<file path="config.mk">
export PLATFORM = sky130hd
export DESIGN_NAME = adc_spi_sampler
export DESIGN_NICKNAME = d
export VERILOG_FILES = /design/src/rtl/adc_spi_sampler.sv
export SDC_FILE = /design/constraint.sdc
export NUM_CORES = 1
export LEC_CHECK = 0
export CORE_ASPECT_RATIO = 0.6
export CORE_UTILIZATION = 31
export CTS_BUF_LIST = sky130_fd_sc_hd__clkbuf_2 sky130_fd_sc_hd__clkbuf_4 sky130_fd_sc_hd__clkbuf_8
export DETAILED_ROUTE_END_ITERATION = 8
export PLACE_DENSITY = 0.54
export SYNTH_ARGS = -nofsm -noshare
export SYNTH_HDL_FRONTEND = slang
export SYNTH_SLANG_ARGS = --single-unit
</file>
<file path="constraint.sdc">
create_clock -name clk -period 1.5 [get_ports clk]
set_input_delay 0.15 -clock clk [delete_from_list [all_inputs] [get_ports clk]]
set_output_delay 0.15 -clock clk [all_outputs]
set_load 0.02 [all_outputs]
</file>
<file path="src/rtl/adc_spi_sampler.sv">
`default_nettype none
// ============================================================================
// Module   : adc_spi_sampler
// Purpose  : Periodic SPI mode-0 ADC reader, MSB first, feeding the averager.
// Revision : 1.0 - initial release
// ============================================================================
module adc_spi_sampler #(
  parameter int N             = 16,
  parameter int CLK_DIV       = 4,
  parameter int SAMPLE_PERIOD = 1000
) (
  input  logic         clk,
  input  logic         rst,
  input  logic         enable,
  input  logic         spi_miso,
  output logic         spi_sclk,
  output logic         spi_cs_n,
  output logic [N-1:0] data_out,
  output logic         fit_data,
  output logic         busy,
  output logic         overrun
);

  localparam int c_TW = (SAMPLE_PERIOD > 1) ? $clog2(SAMPLE_PERIOD) : 1;
  localparam int c_DW = (CLK_DIV > 1) ? $clog2(CLK_DIV) : 1;
  localparam int c_BW = (N > 1) ? $clog2(N) : 1;

  localparam logic [c_TW-1:0] c_TMAX    = c_TW'(SAMPLE_PERIOD - 1);
  localparam logic [c_DW-1:0] c_DIV_MAX = c_DW'(CLK_DIV - 1);
  localparam logic [c_BW-1:0] c_BIT_MAX = c_BW'(N - 1);

  localparam logic [1:0] c_IDLE  = 2'd0;
  localparam logic [1:0] c_SETUP = 2'd1;
  localparam logic [1:0] c_SHIFT = 2'd2;

  logic [1:0]      state_q, state_d;
  logic [c_TW-1:0] timer_q, timer_d;
  logic [c_DW-1:0] div_q,   div_d;
  logic [c_BW-1:0] bit_q,   bit_d;
  logic [N-1:0]    shift_q, shift_d;
  logic [N-1:0]    data_q,  data_d;
  logic            sclk_q,  sclk_d;
  logic            cs_n_q,  cs_n_d;
  logic            fit_q,   fit_d;
  logic            ovr_q,   ovr_d;

  logic w_trigger;
  logic w_div_end;
  logic w_last_bit;
  logic w_frame_end;

  assign w_trigger   = enable && (timer_q == c_TMAX);
  assign w_div_end   = (div_q == c_DIV_MAX);
  assign w_last_bit  = (bit_q == c_BIT_MAX);
  // Frame ends when the low phase after the final pulse runs out.
  assign w_frame_end = (state_q == c_SHIFT) && w_div_end && !sclk_q && w_last_bit;

  // State register and datapath registers
  always_ff @(posedge clk) begin
    if (rst) begin
      state_q <= c_IDLE;
      timer_q <= '0;
      div_q   <= '0;
      bit_q   <= '0;
      shift_q <= '0;
      data_q  <= '0;
      sclk_q  <= 1'b0;
      cs_n_q  <= 1'b1;
      fit_q   <= 1'b0;
      ovr_q   <= 1'b0;
    end else begin
      state_q <= state_d;
      timer_q <= timer_d;
      div_q   <= div_d;
      bit_q   <= bit_d;
      shift_q <= shift_d;
      data_q  <= data_d;
      sclk_q  <= sclk_d;
      cs_n_q  <= cs_n_d;
      fit_q   <= fit_d;
      ovr_q   <= ovr_d;
    end
  end

  // Next-state logic
  always_comb begin
    state_d = state_q;
    case (state_q)
      c_IDLE:  if (w_trigger) state_d = c_SETUP;
      c_SETUP: if (w_div_end) state_d = c_SHIFT;
      c_SHIFT: if (w_frame_end) state_d = c_IDLE;
      default: state_d = c_IDLE;
    endcase
  end

  // Sample timer: free-runs while enabled, parked at zero otherwise
  always_comb begin
    timer_d = '0;
    if (enable && (timer_q != c_TMAX)) begin
      timer_d = timer_q + 1'b1;
    end
  end

  // Output and datapath logic
  always_comb begin
    div_d   = div_q;
    bit_d   = bit_q;
    shift_d = shift_q;
    data_d  = data_q;
    sclk_d  = sclk_q;
    cs_n_d  = cs_n_q;
    fit_d   = 1'b0;
    ovr_d   = ovr_q;

    if (w_trigger && (state_q != c_IDLE)) begin
      ovr_d = 1'b1;
    end
    if (!enable) begin
      ovr_d = 1'b0;
    end

    case (state_q)
      c_IDLE: begin
        sclk_d = 1'b0;
        cs_n_d = !w_trigger;
        div_d  = '0;
        bit_d  = '0;
      end
      c_SETUP: begin
        if (w_div_end) begin
          // Leaving setup is the first rising SCLK edge: capture bit N-1.
          div_d   = '0;
          sclk_d  = 1'b1;
          shift_d = {shift_q[N-2:0], spi_miso};
        end else begin
          div_d = div_q + 1'b1;
        end
      end
      c_SHIFT: begin
        if (w_div_end) begin
          div_d = '0;
          if (sclk_q) begin
            sclk_d = 1'b0;
          end else if (w_last_bit) begin
            cs_n_d = 1'b1;
            data_d = shift_q;
            fit_d  = 1'b1;
          end else begin
            sclk_d  = 1'b1;
            bit_d   = bit_q + 1'b1;
            shift_d = {shift_q[N-2:0], spi_miso};
          end
        end else begin
          div_d = div_q + 1'b1;
        end
      end
      default: begin
        sclk_d = 1'b0;
        cs_n_d = 1'b1;
        div_d  = '0;
        bit_d  = '0;
      end
    endcase
  end

  assign spi_sclk = sclk_q;
  assign spi_cs_n = cs_n_q;
  assign data_out = data_q;
  assign fit_data = fit_q;
  assign busy     = (state_q != c_IDLE);
  assign overrun  = ovr_q;

endmodule
`default_nettype wire

</file>
* Yosys cells after proc, flatten, opt, wreduce, memory -nomap -nowiden *
Index checks and enable logic that the tools add are counted.

storage, ports and cells
  register bits = 54
  bits of input ports = 4
  output and inout port bits = 21
  word-level logic and storage cells = 78

operators by class
  $add $sub $neg = 3
  equal/unequal tests = 13
  mux-type cells = 23
  bitwise operators = 7
  reductions and logical operators = 22

operator list
  cell                   number
  $mux 16                4
  $pmux 16 s2            1
  $ne 2x2->1 const B     7
  $mux 4                 3
  $reduce_and 4->1       3
  $add 10x1->10 const B  1
  $eq 10x10->1 const B   1
  $ne 10x10->1 const B   1
  $mux 1                 8
  $pmux 4 s2             1
  $not 1->1              7
  $logic_and 1x1->1      6
  $mux 2                 3
  $pmux 2 s3             1
  $reduce_or 2->1        3
  $reduce_and 5->1       1
  $add 4x1->4 const B    1
  $eq 2x2->1 const B     2
  $eq 4x4->1 const B     1
  $reduce_bool 2->1      2
  $reduce_or 4->1        1
  $pmux 1 s3             1
  $reduce_and 3->1       1
  $reduce_or 3->1        1
  6 further kinds        7

* Depth between registers and ports, before layout *
  depth after elaboration = 6
  depth in mapped cells = 9
  depth with buffers taken out = 6

* Worst setup path before layout *
OpenSTA, ideal clock, no wires.

  path kind = flip-flop to flip-flop
  start = register state_q[0]
  end = register data_q[10], in the netlist data_out[10]
  setup time = 0.132 ns
  arrival = 1.512 ns
  required time = 1.368 ns
  setup slack = -0.144 ns
  stages on the path, launching flop included = 10
  path buffers = 3
  period minus slack after synthesis = 1.644 ns
  path through = dfxtp_1 inv_1 ha_1 buf_2 nand3b_1 or2_2 buf_2 buf_2 nand2_1 a21oi_1

on the way
  cells in the longest elaborated chain, start to end = 2

RTL lines
  what                               line  source
  start: declaration                 36    logic [1:0] state_q, state_d;
  start signal: assignment           61    state_q <= c_IDLE;
  start signal: assignment           72    state_q <= state_d;
  $eq 2x2->1                         122   case (state_q)
  $reduce_and 4->1 (no source line)  -
  end signal: assignment             77    data_q <= data_d;
  end: declaration                   41    logic [N-1:0] data_q, data_d;

No other way between the ends.
A chain may end at the register's enable or synchronous reset.

* Worst setup path after layout *
  start = register bit_q[1]
  end = register bit_q[3]

on the way
  cells in the longest elaborated chain, start to end = 5
  elaborated cells on any way between the ends = 8
  classes of those cells = add/sub: 1; eq/ne: 2; mux: 4; reduce/logical: 1

RTL lines
  what                      line  source
  start: declaration        39    logic [c_BW-1:0] bit_q, bit_d;
  start signal: assignment  75    bit_q <= bit_d;
  $add 4x1->4               150   bit_d = bit_q + 1'b1;
  $mux 4                    144   end else if (w_last_bit) begin
  $mux 4                    142   if (sclk_q) begin
  $mux 4                    140   if (w_div_end) begin
  $pmux 4 s2                122

Parallel ways exist; a longest one is shown, timed or not. The select of a mux whose other input is x is not followed.

==> summary.log <==
INFO  die            placementRows=23
INFO  yosys          synth.largest_area_cell=dfxtp_1
INFO  sta            timing.final.setup_violations=2
INFO  grt            gr-total-overflow=0
INFO  setup_path     crit_path_start_kind=flip-flop
INFO  cts            cts_inserted_buffers=5
INFO  yosys          avg_cell_area_syn=8.57um2
INFO  place          detailedPlacementHpwl=3300um
INFO  yosys          synth.top_cell.area_share=48.5%
INFO  yosys          synthesis.instances=260
INFO  yosys          syn-num-nets=272
INFO  yosys          synth.yosys.seq_area_share=48.5%
INFO  sta            relSlewSlack=76.9%
INFO  pwr            power_per_cell_area=767nW/um2
INFO  yosys          synth_edf_count=0
INFO  yosys          top_cells_by_area_in_the_synthesized_netlist=dfxtp_1 (49%), a21oi_1 (8.5%), nand2_1 (6.1%)
INFO  cts            cts_max_path_buffers=2
INFO  place          placement.setup.worst_slack=-0.0370ns
INFO  setup_path     crit_chain=ha_4 > and3_4 > o21a_1 > or4_1 > a21oi_2
INFO  place          placed_cells_incl_taps=383
INFO  place          place.port_buffers=24
INFO  sta            finClkSkew=0.0105ns
INFO  finish         fin_cells=399
INFO  sta            final-max-slew-violation-count=0
INFO  finish         final_net_count=323
INFO  grt            grt_start_max_net_pins=40
INFO  finish         antennaDiodeCount=0
INFO  outcome        failed_checks=DRC, setup timing
INFO  finish         final_util=45.6%
INFO  pwr            vdd_ir_drop_max=0.562mV
INFO  routing        wl=5240um
INFO  yosys          synth_cell_type_count=34
INFO  finish         post_route_cells_drive_above_1_share=30.4%
INFO  grt            grt_pass1_wl=7980um
INFO  routing        post-route-drc-count=1
INFO  finish         area_of_the_multi_input_gates=1250um2
INFO  die            count_of_boundary_i_o_pins=25
INFO  die            die_h=67.7um
INFO  setup_path     r2r_start=bit_q[1]$_SDFFE_PP0P_
INFO  pwr            power_leakage=0.00109uW
INFO  cts            tritoncts=built
INFO  grt            groute.usage.overall=13.7%
INFO  hold_path      holdCritPathClass=input pin to flip-flop
INFO  sta            finalCriticalPeriod=1.50ns
INFO  sta            worst_slew_pin_slew=0.346ns
INFO  sta            max_freq=0.665GHz
INFO  cts            clk-insertion-delay-late=0.31ns
INFO  grt            antenna_found_initial=0
INFO  sta            layout_setup_ws=-0.00463ns
INFO  grt            number_of_global_route_vias_before_repair=1598
INFO  setup_path     end_kind=flip-flop
INFO  hold_path      worst_hold_path_startpoint=spi_miso
INFO  die            core_region_area=6820um2
INFO  setup_path     critical_path.max_stage_delay=0.42ns
INFO  cts            htree_num_levels=2
INFO  setup_path     setup.worst_path.start=bit_q[1]$_SDFFE_PP0P_
INFO  sta            grt_setup_unrepaired=yes
INFO  setup_path     timing.critical_path.arrival=1.76ns
INFO  yosys          synth_ff_type=dfxtp_1
INFO  routing        ant_nets=0
INFO  sta            min_period_over_period=100%
INFO  die            design.die.area=7540um2
INFO  setup_path     timing_worst_setup_path_type=flip-flop to flip-flop
INFO  routing        initialDrtViolationCount=150
INFO  setup_path     worstPathMaxFanout=4
INFO  yosys          yosys_register_bits=54
INFO  sta            hold_viol=0
INFO  cts            path_clk_slew=0.11ns
INFO  setup_path     worst_ep_required_time=1.76ns
INFO  routing        drt_pre_antenna_iters=6
INFO  place          globalplace.congestion=0.800
INFO  sta            holdWs=0.410ns
INFO  cts            clock-sinks=54
INFO  routing        average_routed_wire_per_standard_cell=13.1um
INFO  cts            cts_root_buffer=clkbuf_8
INFO  yosys          synth.cell_area=2230um2
INFO  finish         register_area=1100um2
INFO  outcome        run_status=finished, violations left
INFO  die            start_util=32.7%
INFO  yosys          synth_warnings=0
INFO  sta            setup-tns-final=-0.00731ns
INFO  die            dieWidth=111um
INFO  setup_path     slowest_stage=or4_1
INFO  yosys          synthArstFlopShare=0%
INFO  finish         fillers=688
INFO  finish         flow.area_growth_from_synthesis=39.5%
INFO  flow_run       maxCapViolations=0
INFO  routing        vias=1939
INFO  routing        vias_per_cell=4.86
[critical path, delay by kind of cell, from the launching register on]
family | cells | cell delay, ns
flops | 1 | 0.35
compound gates | 2 | 0.33
simple gates | 2 | 0.60
fa+ha+maj | 1 | 0.17
[report_power, final]
group	switching (uW)	internal, uW
combinational	33.3	25.4
clock	510	381
sequential	3.02	1430
total	546	1840
[metal layers]
layer / global-route usage [%] / routed length, um / vias to the layer above
li1: - / - / 1004
met1: 20.3 / 2880 / 894
met2: 18.2 / 2090 / 36
met3: 3.95 / 240 / 5
met4: 5.07 / 35 / 0
met5: 0 / 0 / -
[final timing paths]
kind	end	slack [ns]	cells after the start
worst max-delay path	bit_q[3]$_SDFFE_PP0P_	-0.005	5
worst min-delay path	shift_q[0]$_SDFFE_PP0P_	0.41	3
worst max register to register	bit_q[3]$_SDFFE_PP0P_	-0.005	5
worst min register to register	div_q[0]$_SDFF_PP0_	0.45	1
[timing repair]
item	in CTS	in global routing
setup endpoints to repair	8	40
hold buffers	0	0
gates cloned	0	3
resized for setup	6	60
setup buffers	0	5
pin swaps	0	19
hold endpoints to repair	0	0
[per-stage QoR]
| step | total power (uW) | area, um2 |
|---|---|---|
| 3_3_place_gp | 1530 | 2760 |
| 6_report | 2380 | 3110 |
| 3_5_place_dp | 1530 | 2760 |
| 5_1_grt | 2490 | 3110 |
| 2_1_floorplan | 1500 | 2260 |
| 4_1_cts | 2410 | 2870 |
[area by class of cell]
class	count	area share, %
Inverter	6	0.805
Clock buffer	6	2.66
Multi-Input combinational cell	187	40.4
Clock inverter	2	0.523
Sequential cell	54	35.4
Tap cell	87	3.50
Timing Repair Buffer	57	16.7
[kinds of logic (layout without fill, tap and decap cells)]
group           count (synthesis)  count (layout)  share of synthesized area, %
simple gates                   97              99                          21.5
compound gates                 68              68                          16.6
flops                          54              54                          48.5
buf+inv                        21              71                          3.87
fa+ha+maj                       8               8                          4.49
xor+xnor                        8               8                          3.14
mux                             4               4                          1.85
[flip-flops by register name, indices dropped and copies added, names as in the netlist]
| name | count |
|---|---|
| data_out | 16 |
| shift_q | 16 |
| timer_q | 10 |
| bit_q | 4 |
| div_q | 2 |
| state_q | 2 |
| fit_data | 1 |
| overrun | 1 |
| spi_cs_n | 1 |
| spi_sclk | 1 |
[synth_stat cells (2+ instances only)]
cell and count:
ha_1 8, xor2_1 8, mux2i_1 3, and2_1 2
o31ai_1 2, or4_1 2, o21bai_1 2, nand3_1 22
nand2b_1 6, nand4_1 4, inv_1 6, nand2_1 36
o21ai_0 20, a21oi_1 38, nor2b_1 2, clkbuf_1 8
dfxtp_1 54, o21a_1 3, nor2_1 11, buf_2 6
and3_1 4
[layout by cell type (no fill, tap or decap), types with 4 or more instances in the layout]
master	netlist	layout
nand2b_1	6	6
nand3_1	22	22
ha_4	0	4
dfxtp_1	54	43
clkdlybuf4s50_1	0	21
buf_4	0	28
o21ai_0	20	16
nand4_1	4	4
nand2_2	0	10
a21oi_1	38	30
inv_1	6	4
nand2_1	36	25
o21ai_1	0	4
xor2_1	8	8
a21oi_2	0	8
dfxtp_2	0	9
clkbuf_8	0	6
nor2_1	11	10
(Power assumes the default switching activity.)
